## src/rtl/drone_mission_ctrl.sv

```systemverilog
// drone_mission_ctrl: rescue-drone sortie sequencer (idle, init, takeoff,
// zone search, target imaging with retries, capture, return, land, maint).
// Ports: clk/reset (sync, active-high); cmd, sensor_check, err, altitude,
// batt_level, thermal_found, img_pass, target_found, home_reached,
// is_charging, man_ctrl in; state_out, led, zone_idx, capture_count,
// flight_error, maintenance_req, destination, image_scan out.
// Optional macro DRONE_MANUAL_CTRL_EN enables the MANUAL state.
module drone_mission_ctrl #(
    parameter int ALT_W          = 8,
    parameter int CRUISE_ALT     = 64,
    parameter int NUM_ZONES      = 4,
    parameter int ZONE_CYCLES    = 16,
    parameter int CAPTURE_CYCLES = 8,
    parameter int MAX_RETRY      = 2,
    parameter int TAKEOFF_TMO    = 32,
    parameter int BATT_W         = 8,
    parameter int BATT_LOW       = 20
) (
    input  logic                         clk,
    input  logic                         reset,
    input  logic [1:0]                   cmd,
    input  logic                         sensor_check,
    input  logic                         err,
    input  logic [ALT_W-1:0]             altitude,
    input  logic [BATT_W-1:0]            batt_level,
    input  logic                         thermal_found,
    input  logic [1:0]                   img_pass,
    input  logic                         target_found,
    input  logic                         home_reached,
    input  logic                         is_charging,
    input  logic                         man_ctrl,
    output logic [3:0]                   state_out,
    output logic [3:0]                   led,
    output logic [$clog2(NUM_ZONES)-1:0] zone_idx,
    output logic [7:0]                   capture_count,
    output logic                         flight_error,
    output logic                         maintenance_req,
    output logic                         destination,
    output logic                         image_scan
);

    localparam int ZW    = $clog2(NUM_ZONES);
    localparam int RW    = $clog2(MAX_RETRY + 1);
    localparam int TMR_W = 16;

    typedef enum logic [3:0] {
        IDLE    = 4'd0,
        INIT    = 4'd1,
        TAKEOFF = 4'd2,
        SEARCH  = 4'd3,
        TARGET  = 4'd4,
        CAPTURE = 4'd5,
        RETURN  = 4'd6,
        LAND    = 4'd7,
        MAINT   = 4'd8,
        MANUAL  = 4'd9
    } state_e;

    state_e           state_q, state_d;
    logic [TMR_W-1:0] timer_q, timer_d;
    logic [ZW-1:0]    zone_q, zone_d;
    logic [7:0]       cap_q, cap_d;
    logic [RW-1:0]    retry_q, retry_d;
    logic             fe_q, fe_d;
    logic             zone_tick;
    logic             in_flight;
    logic             man_req;

    assign in_flight = (state_q inside {TAKEOFF, SEARCH, TARGET,
                                        CAPTURE, RETURN, MANUAL});

`ifdef DRONE_MANUAL_CTRL_EN
    assign man_req = man_ctrl && (state_q inside {TAKEOFF, SEARCH,
                                  TARGET, CAPTURE, RETURN});
`else
    logic unused_man;
    assign unused_man = man_ctrl;
    assign man_req    = 1'b0;
`endif

    always_ff @(posedge clk) begin
        if (reset) begin
            state_q <= IDLE;
            timer_q <= '0;
            zone_q  <= '0;
            cap_q   <= '0;
            retry_q <= '0;
            fe_q    <= 1'b0;
        end else begin
            state_q <= state_d;
            timer_q <= timer_d;
            zone_q  <= zone_d;
            cap_q   <= cap_d;
            retry_q <= retry_d;
            fe_q    <= fe_d;
        end
    end

    always_comb begin
        state_d   = state_q;
        zone_d    = zone_q;
        cap_d     = cap_q;
        retry_d   = retry_q;
        fe_d      = fe_q;
        zone_tick = 1'b0;

        if (in_flight && err) begin
            state_d = LAND;
            fe_d    = 1'b1;
        end else if (in_flight && (batt_level < BATT_W'(BATT_LOW))
                     && (state_q != RETURN)) begin
            state_d = RETURN;
        end else if (man_req) begin
            state_d = MANUAL;
        end else begin
            unique case (state_q)
                IDLE: begin
                    if (cmd == 2'b01) begin
                        state_d = INIT;
                        zone_d  = '0;
                        cap_d   = '0;
                        retry_d = '0;
                    end else if (cmd == 2'b11) begin
                        state_d = MAINT;
                    end
                end
                INIT: begin
                    if (err)               state_d = MAINT;
                    else if (sensor_check) state_d = TAKEOFF;
                end
                TAKEOFF: begin
                    if (altitude >= ALT_W'(CRUISE_ALT)) begin
                        state_d = SEARCH;
                    end else if (timer_q == TMR_W'(TAKEOFF_TMO - 1)) begin
                        state_d = LAND;
                        fe_d    = 1'b1;
                    end
                end
                SEARCH: begin
                    if (target_found) begin
                        state_d = RETURN;
                    end else if (thermal_found) begin
                        state_d = TARGET;
                    end else if (timer_q == TMR_W'(ZONE_CYCLES - 1)) begin
                        // Last zone swept: go home, index stays put
                        if (zone_q == ZW'(NUM_ZONES - 1)) begin
                            state_d = RETURN;
                        end else begin
                            zone_d    = zone_q + 1'b1;
                            zone_tick = 1'b1;
                        end
                    end
                end
                TARGET: begin
                    if (img_pass == 2'b10) begin
                        state_d = CAPTURE;
                        retry_d = '0;
                    end else if (img_pass == 2'b01) begin
                        if (retry_q == RW'(MAX_RETRY - 1)) begin
                            state_d = SEARCH;
                            retry_d = '0;
                        end else begin
                            retry_d = retry_q + 1'b1;
                        end
                    end
                end
                CAPTURE: begin
                    if (timer_q == TMR_W'(CAPTURE_CYCLES - 1)) begin
                        state_d = SEARCH;
                        if (cap_q != 8'hff) cap_d = cap_q + 8'd1;
                    end
                end
                RETURN: begin
                    if (home_reached) state_d = LAND;
                end
                LAND: begin
                    if ((altitude == '0) && is_charging)
                        state_d = fe_q ? MAINT : IDLE;
                end
                MAINT: begin
                    if ((cmd == 2'b10) && !err) begin
                        state_d = IDLE;
                        fe_d    = 1'b0;
                    end
                end
`ifdef DRONE_MANUAL_CTRL_EN
                MANUAL: begin
                    if (!man_ctrl) state_d = SEARCH;
                end
`endif
                default: state_d = IDLE;
            endcase
        end

        // One shared timer: restarts on any state change or zone step
        if ((state_d != state_q) || zone_tick)
            timer_d = '0;
        else if (state_q inside {TAKEOFF, SEARCH, CAPTURE})
            timer_d = timer_q + 1'b1;
        else
            timer_d = '0;
    end

    assign state_out       = state_q;
    assign zone_idx        = zone_q;
    assign capture_count   = cap_q;
    assign flight_error    = fe_q;
    assign maintenance_req = (state_q == MAINT);
    assign destination     = (state_q == RETURN) || (state_q == LAND);
    assign image_scan      = (state_q == TARGET) || (state_q == CAPTURE);
    assign led = {flight_error, maintenance_req, destination, image_scan};

endmodule
```

## config.mk

```make
export PLATFORM = sky130hd
export DESIGN_NAME = drone_mission_ctrl
export DESIGN_NICKNAME = d
export VERILOG_FILES = /design/src/rtl/drone_mission_ctrl.sv
export SDC_FILE = /design/constraint.sdc
export NUM_CORES = 1
export LEC_CHECK = 0
export ABC_AREA = 1
export BUFFER_PORTS_ARGS = -buffer_cell sky130_fd_sc_hd__buf_2
export CORE_ASPECT_RATIO = 0.75
export CORE_MARGIN = 8
export CORE_UTILIZATION = 49
export CTS_CLUSTER_SIZE = 25
export DETAILED_ROUTE_END_ITERATION = 10
export PLACE_DENSITY = 0.76
export SETUP_SLACK_MARGIN = 0.3
export SYNTH_ARGS = -nofsm -noshare
export SYNTH_HDL_FRONTEND = slang
export SYNTH_SLANG_ARGS = --single-unit
```

## constraint.sdc

```tcl
create_clock -name clk -period 1.6 [get_ports clk]
set_input_delay 0 -clock clk [delete_from_list [all_inputs] [get_ports clk]]
set_output_delay 0 -clock clk [all_outputs]
set_load 0.01 [all_outputs]
```

# Word level (Yosys, flattened, before mapping)

Cells that the tools add are included.

Register bits: 33
Input port bits: 29
Output and inout bits: 22
Logic and storage cells: 119

Add/sub/neg operators: 4
Magnitude comparators: 2
Equality and inequality tests: 34
Mux-type cells: 48
Bitwise gates (word level): 3
Reduce and logical (&&, ||, !) cells: 22

Operators by type and width:

| kind                  | count |
|---|---|
| $mux 4                | 20 |
| $pmux 4 s9            | 1 |
| $mux 8                | 3 |
| $add 16x1->16 const B | 1 |
| $eq 16x3->1 const B   | 1 |
| $eq 16x4->1 const B   | 1 |
| $eq 16x5->1 const B   | 1 |
| $eq 4x3->1 const B    | 4 |
| $mux 2                | 8 |
| $ne 2x2->1 const B    | 8 |
| $pmux 8 s2            | 1 |
| $mux 1                | 12 |
| $reduce_and 5->1      | 2 |
| $add 8x1->8 const B   | 1 |
| $eq 2x2->1 const B    | 4 |
| $eq 4x2->1 const B    | 2 |
| $eq 4x4->1 const B    | 2 |
| $ge 8x7->1 const B    | 1 |
| $logic_not 8->1       | 1 |
| $lt 8x5->1 const B    | 1 |
| $ne 8x8->1 const B    | 1 |
| $pmux 2 s2            | 2 |
| $reduce_and 8->1      | 1 |
| $eq 2x1->1 const B    | 3 |
| 17 further kinds      | 31 |

# Depth between registers and ports, before layout

Depth after elaboration: 11
Depth in mapped cells: 16

# Worst setup path before layout

Ideal clock, no wire load.

Path kind: register to register
Start: register timer_q[0]
End: register timer_q[14]
Library setup time: 120 ps
Arrival time: 1678 ps
Data required time: 1480 ps
Setup slack: -198 ps
Cell stages (with the launch flop): 14
Buffers on the path: 1
Cell sequence: dfxtp_1 > ha_1 > nand3_2 > nor2_1 > nand3_1 > nand2_1 > nand2_1 > nand2_1 > nand2_1 > nand2_2 > nand3_1 > nand3_2 > buf_4 > nor3_2

Word-level cells in the longest chain between the ends: 10
Elaborated cells between the ends (all ways): 22
Those cells by class: add/sub (1); eq/ne (4); mux (15); reduce/logical (2)

RTL lines:

| what                      | line | RTL |
|---|---|---|
| start: declaration        | 60   | `logic [TMR_W-1:0] timer_q, timer_d;` |
| start signal: assignment  | 91   | `timer_q <= timer_d;` |
| $eq 16x4->1               | 144  | `end else if (timer_q == TMR_W'(ZONE_CYCLES - 1)) begin` |
| $mux 4                    | 144  |  |
| $mux 4                    | 142  | `end else if (thermal_found) begin` |
| $mux 4                    | 140  | `if (target_found) begin` |
| $pmux 4 s9                | 116  | `unique case (state_q)` |
| $mux 4                    | 110  | `end else if (in_flight && (batt_level < BATT_W'(BATT_LOW))` |
| $mux 4                    | 107  | `if (in_flight && err) begin` |
| $ne 4x4->1                | 196  | `if ((state_d != state_q) \|\| zone_tick)` |
| $logic_or 1x1->1          | 196  |  |
| $reduce_or 3->1 (no line) | n/a  |  |

Parallel ways exist; a longest one is shown, timed or not.
A chain may end at the register's enable or synchronous reset.

# Worst setup path after layout

Start: register state_q[1] (netlist: state_out[1])
End: register timer_q[10]

Word-level cells in the longest chain between the ends: 10
Elaborated cells between the ends (all ways): 43
Those cells by class: eq/ne (11); mux (23); bitwise (1); reduce/logical (8)

RTL lines:

| what                        | line | RTL |
|---|---|---|
| start: declaration          | 59   | `state_e state_q, state_d;` |
| start signal: assignment    | 90   | `state_q <= state_d;` |
| $mux 4                      | 146  | `if (zone_q == ZW'(NUM_ZONES - 1)) begin` |
| $mux 4                      | 144  |  |
| $mux 4                      | 142  |  |
| $mux 4                      | 140  |  |
| $pmux 4 s9                  | 116  |  |
| $mux 4                      | 110  |  |
| $mux 4                      | 107  |  |
| $ne 4x4->1                  | 196  |  |
| $logic_or 1x1->1            | 196  |  |
| $reduce_or 3->1 (no line) * | n/a  |  |

Mark *: on every way between the ends. The rest lies on a longest branch, timed or not.

==> impl_metrics.json <==
{
  "outcome": "finished, violations left",
  "violations": "negative setup slack",
  "postRouteAntennaNets": 0,
  "rsz0062_at_grt": "yes",
  "crit_arrival_ns": 2.20,
  "cpPeakStageDelay_ns": 0.38,
  "cts_root_buf": "clkbuf_8",
  "mostFrequentLayoutCells": "buf_4, nand2_1, buf_2",
  "hpwl_mm": 5.26,
  "drv_slew": 0,
  "drt_pass1_iterations": 6,
  "final_common_cell": "buf_4",
  "async_reset_ff_frac": 0,
  "drt_iter0_drc": 453,
  "synthSimpleGateAreaFrac": 0.434,
  "io_buffer_count": 47,
  "antenna_cells": 0,
  "cts_hold_buffers": 0,
  "required_ns": 1.81,
  "start_util": 0.507,
  "critPathKind": "reg2reg",
  "syn_avg_cell_area_um2": 6.98,
  "core_area_um2": 4440,
  "dp_slack_ns": -0.258,
  "drv_cap": 0,
  "synth-edff-count": 0,
  "total_leakage_power_uw": 0.00177,
  "syn_inst": 323,
  "power_uw": 6080,
  "p_switching_uw": 2780,
  "synth.area.mux_share": 0,
  "synth_top_cell_area_share": 0.293,
  "grt_pass1_vias": 2622,
  "tightest_slew_ns": 0.321,
  "power.internal_uw": 3310,
  "cts_tree": "yes",
  "fp.dieH_um": 74.7,
  "clkSlewWorstSetupHoldPaths_ns": 0.08,
  "cts.sinks": 33,
  "synth_xor_area_frac": 0.0738,
  "fin_setup_tns_ns": -8.35,
  "fill_cells": 224,
  "wl_per_cell_um": 17.8,
  "netlist.top_cell.by_area": "dfxtp_1",
  "timing.final.hold_violations": 0,
  "ys.flop_type": "dfxtp_1",
  "pwr-share-comb": 0.698,
  "holdWs_ns": 0.0175,
  "die_area_um2": 7050,
  "nNetsFinal": 484,
  "p_clk_frac": 0.128,
  "yosysWarnings": 0,
  "slowest_stage": "dfxtp_4",
  "fin_util": 0.842,
  "setup_viol": 32,
  "antenna_found_initial": 0,
  "vdd_drop_max_mv": 1.12,
  "grt_max_degree": 11,
  "slew_headroom": 0.784,
  "synthAdderAreaFrac": 0.0278,
  "via_per_inst": 5.64,
  "synthToLayoutAreaGrowth_pct": 66.0,
  "htree_levels": 2,
  "syn_area_um2": 2250,
  "syn-num-nets": 357,
  "via_count": 2866,
  "dieWidth_um": 94.3,
  "switching_share": 0.456,
  "ys_types": 36,
  "synth_compound_area_frac": 0.0744,
  "gp_congestion": 0.973,
  "cts_made_buffers": 5,
  "finalCriticalPeriod_ns": 1.99,
  "critPathMaxFanout": 8,
  "grt_pass1_wl_mm": 12.4,
  "insertion_delay_ns": 0.29,
  "wl_mm": 9.03,
  "power_density_nw_per_um2": 1630,
  "route.detailed.drc": 0,
  "endpoint_kind": "flop",
  "core.rowCount": 21,
  "crit_chain": "buf_6 -> nor2_4 -> nand2_1 -> nor2_1 -> nor2_1 -> nand3_1 -> nor2_2 -> nand3_2 -> nand2_1 -> nand2_2 -> nand2_4 -> buf_12 -> nor3_1",
  "synth_seq_cells": 33,
  "clockBufferDepth": 2,
  "grt_use_total": 0.221,
  "drive_gt1_frac": 0.557,
  "grt-ovfl-total": 0,
  "fin_ws_ns": -0.388,
  "period_share": 1.24,
  "ios": 51,
  "power_frac_seq": 0.173,
  "synth_top_family_by_area": "simple AND/OR/NAND/NOR gates",
  "seq_area_frac_synth": 0.293,
  "hold_path.class": "in2reg",
  "yosys-top-cells-area": "dfxtp_1, nand2_1, nor2_1",
  "fmax_mhz": 503,
  "clock-skew-final_ns": 0.00860,
  "critPathLaunchType": "flop"
}
## power groups by stage
stage	sequential, uW	combinational, uW	clock, uW
floorplan	1070	1680	0
detailed placement	1060	2800	0
global placement	1060	2760	0
finish	1050	4250	781
global route	1070	4450	821
CTS	1040	3690	770
## kinds of logic (layout without fill, tap and decap cells)
| group | Yosys count | in the layout |
|---|---|---|
| simple gates | 188 | 188 |
| buf+inv | 50 | 178 |
| flops | 33 | 33 |
| compound gates | 28 | 28 |
| xor+xnor | 19 | 19 |
| fa+ha+maj | 5 | 5 |
## cell usage after synthesis, types with 6 or more instances
cell type and instances:
nand2_1 65, nor2_1 46, inv_1 35, dfxtp_1 33
nand3_1 20, nor3_1 12, nor3_2 11, a21oi_1 10
xnor2_1 10, nand2_2 9, xor2_1 9, o21ai_0 8
buf_4 6, nor2_4 6
## path summary, 6_finish.rpt
| check | depth (start not counted) | slack, ns | endpoint | start |
|---|---|---|---|---|
| worst min register to register | 2 | 0.54 | capture_count[7] | capture_count[7] |
| worst max-delay path | 13 | -0.39 | timer_q[10] | state_out[1] |
| worst max register to register | 13 | -0.39 | timer_q[10] | state_out[1] |
| worst min-delay path | 2 | 0.02 | flight_error | reset |
## metal layers
layer | vias up | part of all wire | global-route usage
met4 | 0 | 0.064 | 0.0893
met5 | - | 0 | 0
met2 | 224 | 0.43 | 0.350
li1 | 1286 | - | -
met3 | 80 | 0.12 | 0.0558
met1 | 1276 | 0.38 | 0.281
## state kept, by name, summed over array words and instances (netlist names)
| signal | cells |
|---|---|
| capture_count | 8 |
| flight_error | 1 |
| retry_q | 2 |
| state_out | 4 |
| timer_q | 16 |
| zone_idx | 2 |
## worst max-delay path: cells and delay by family (launching register included)
kind	cells	cell delay, ns
DFF	1	0.38
buffers and inverters	2	0.28
and+or+nand+nor	11	1.25
## repair_timing
item	CTS	global route
setup endpoints to repair	37	39
setup buffers	14	3
pin swaps	38	20
resized for setup	54	41
gates cloned	2	0
## area by class of cell
cell class	count	area (um^2)	area share
sequential	33	686	0.183
inverter	42	166	0.0445
multi-input combinational	240	1740	0.466
timing repair buffer	128	962	0.257
tap	57	71.3	0.0191
clock buffer	8	111	0.0298
## through the flow
step / cell area, um^2 / cells
floorplan: 2370 / 323
global placement: 3100 / 481
global route: 3740 / 508
detailed placement: 3100 / 481
CTS: 3540 / 505
finish: 3740 / 508
No activity file was read; power rests on OpenSTA's default activity.
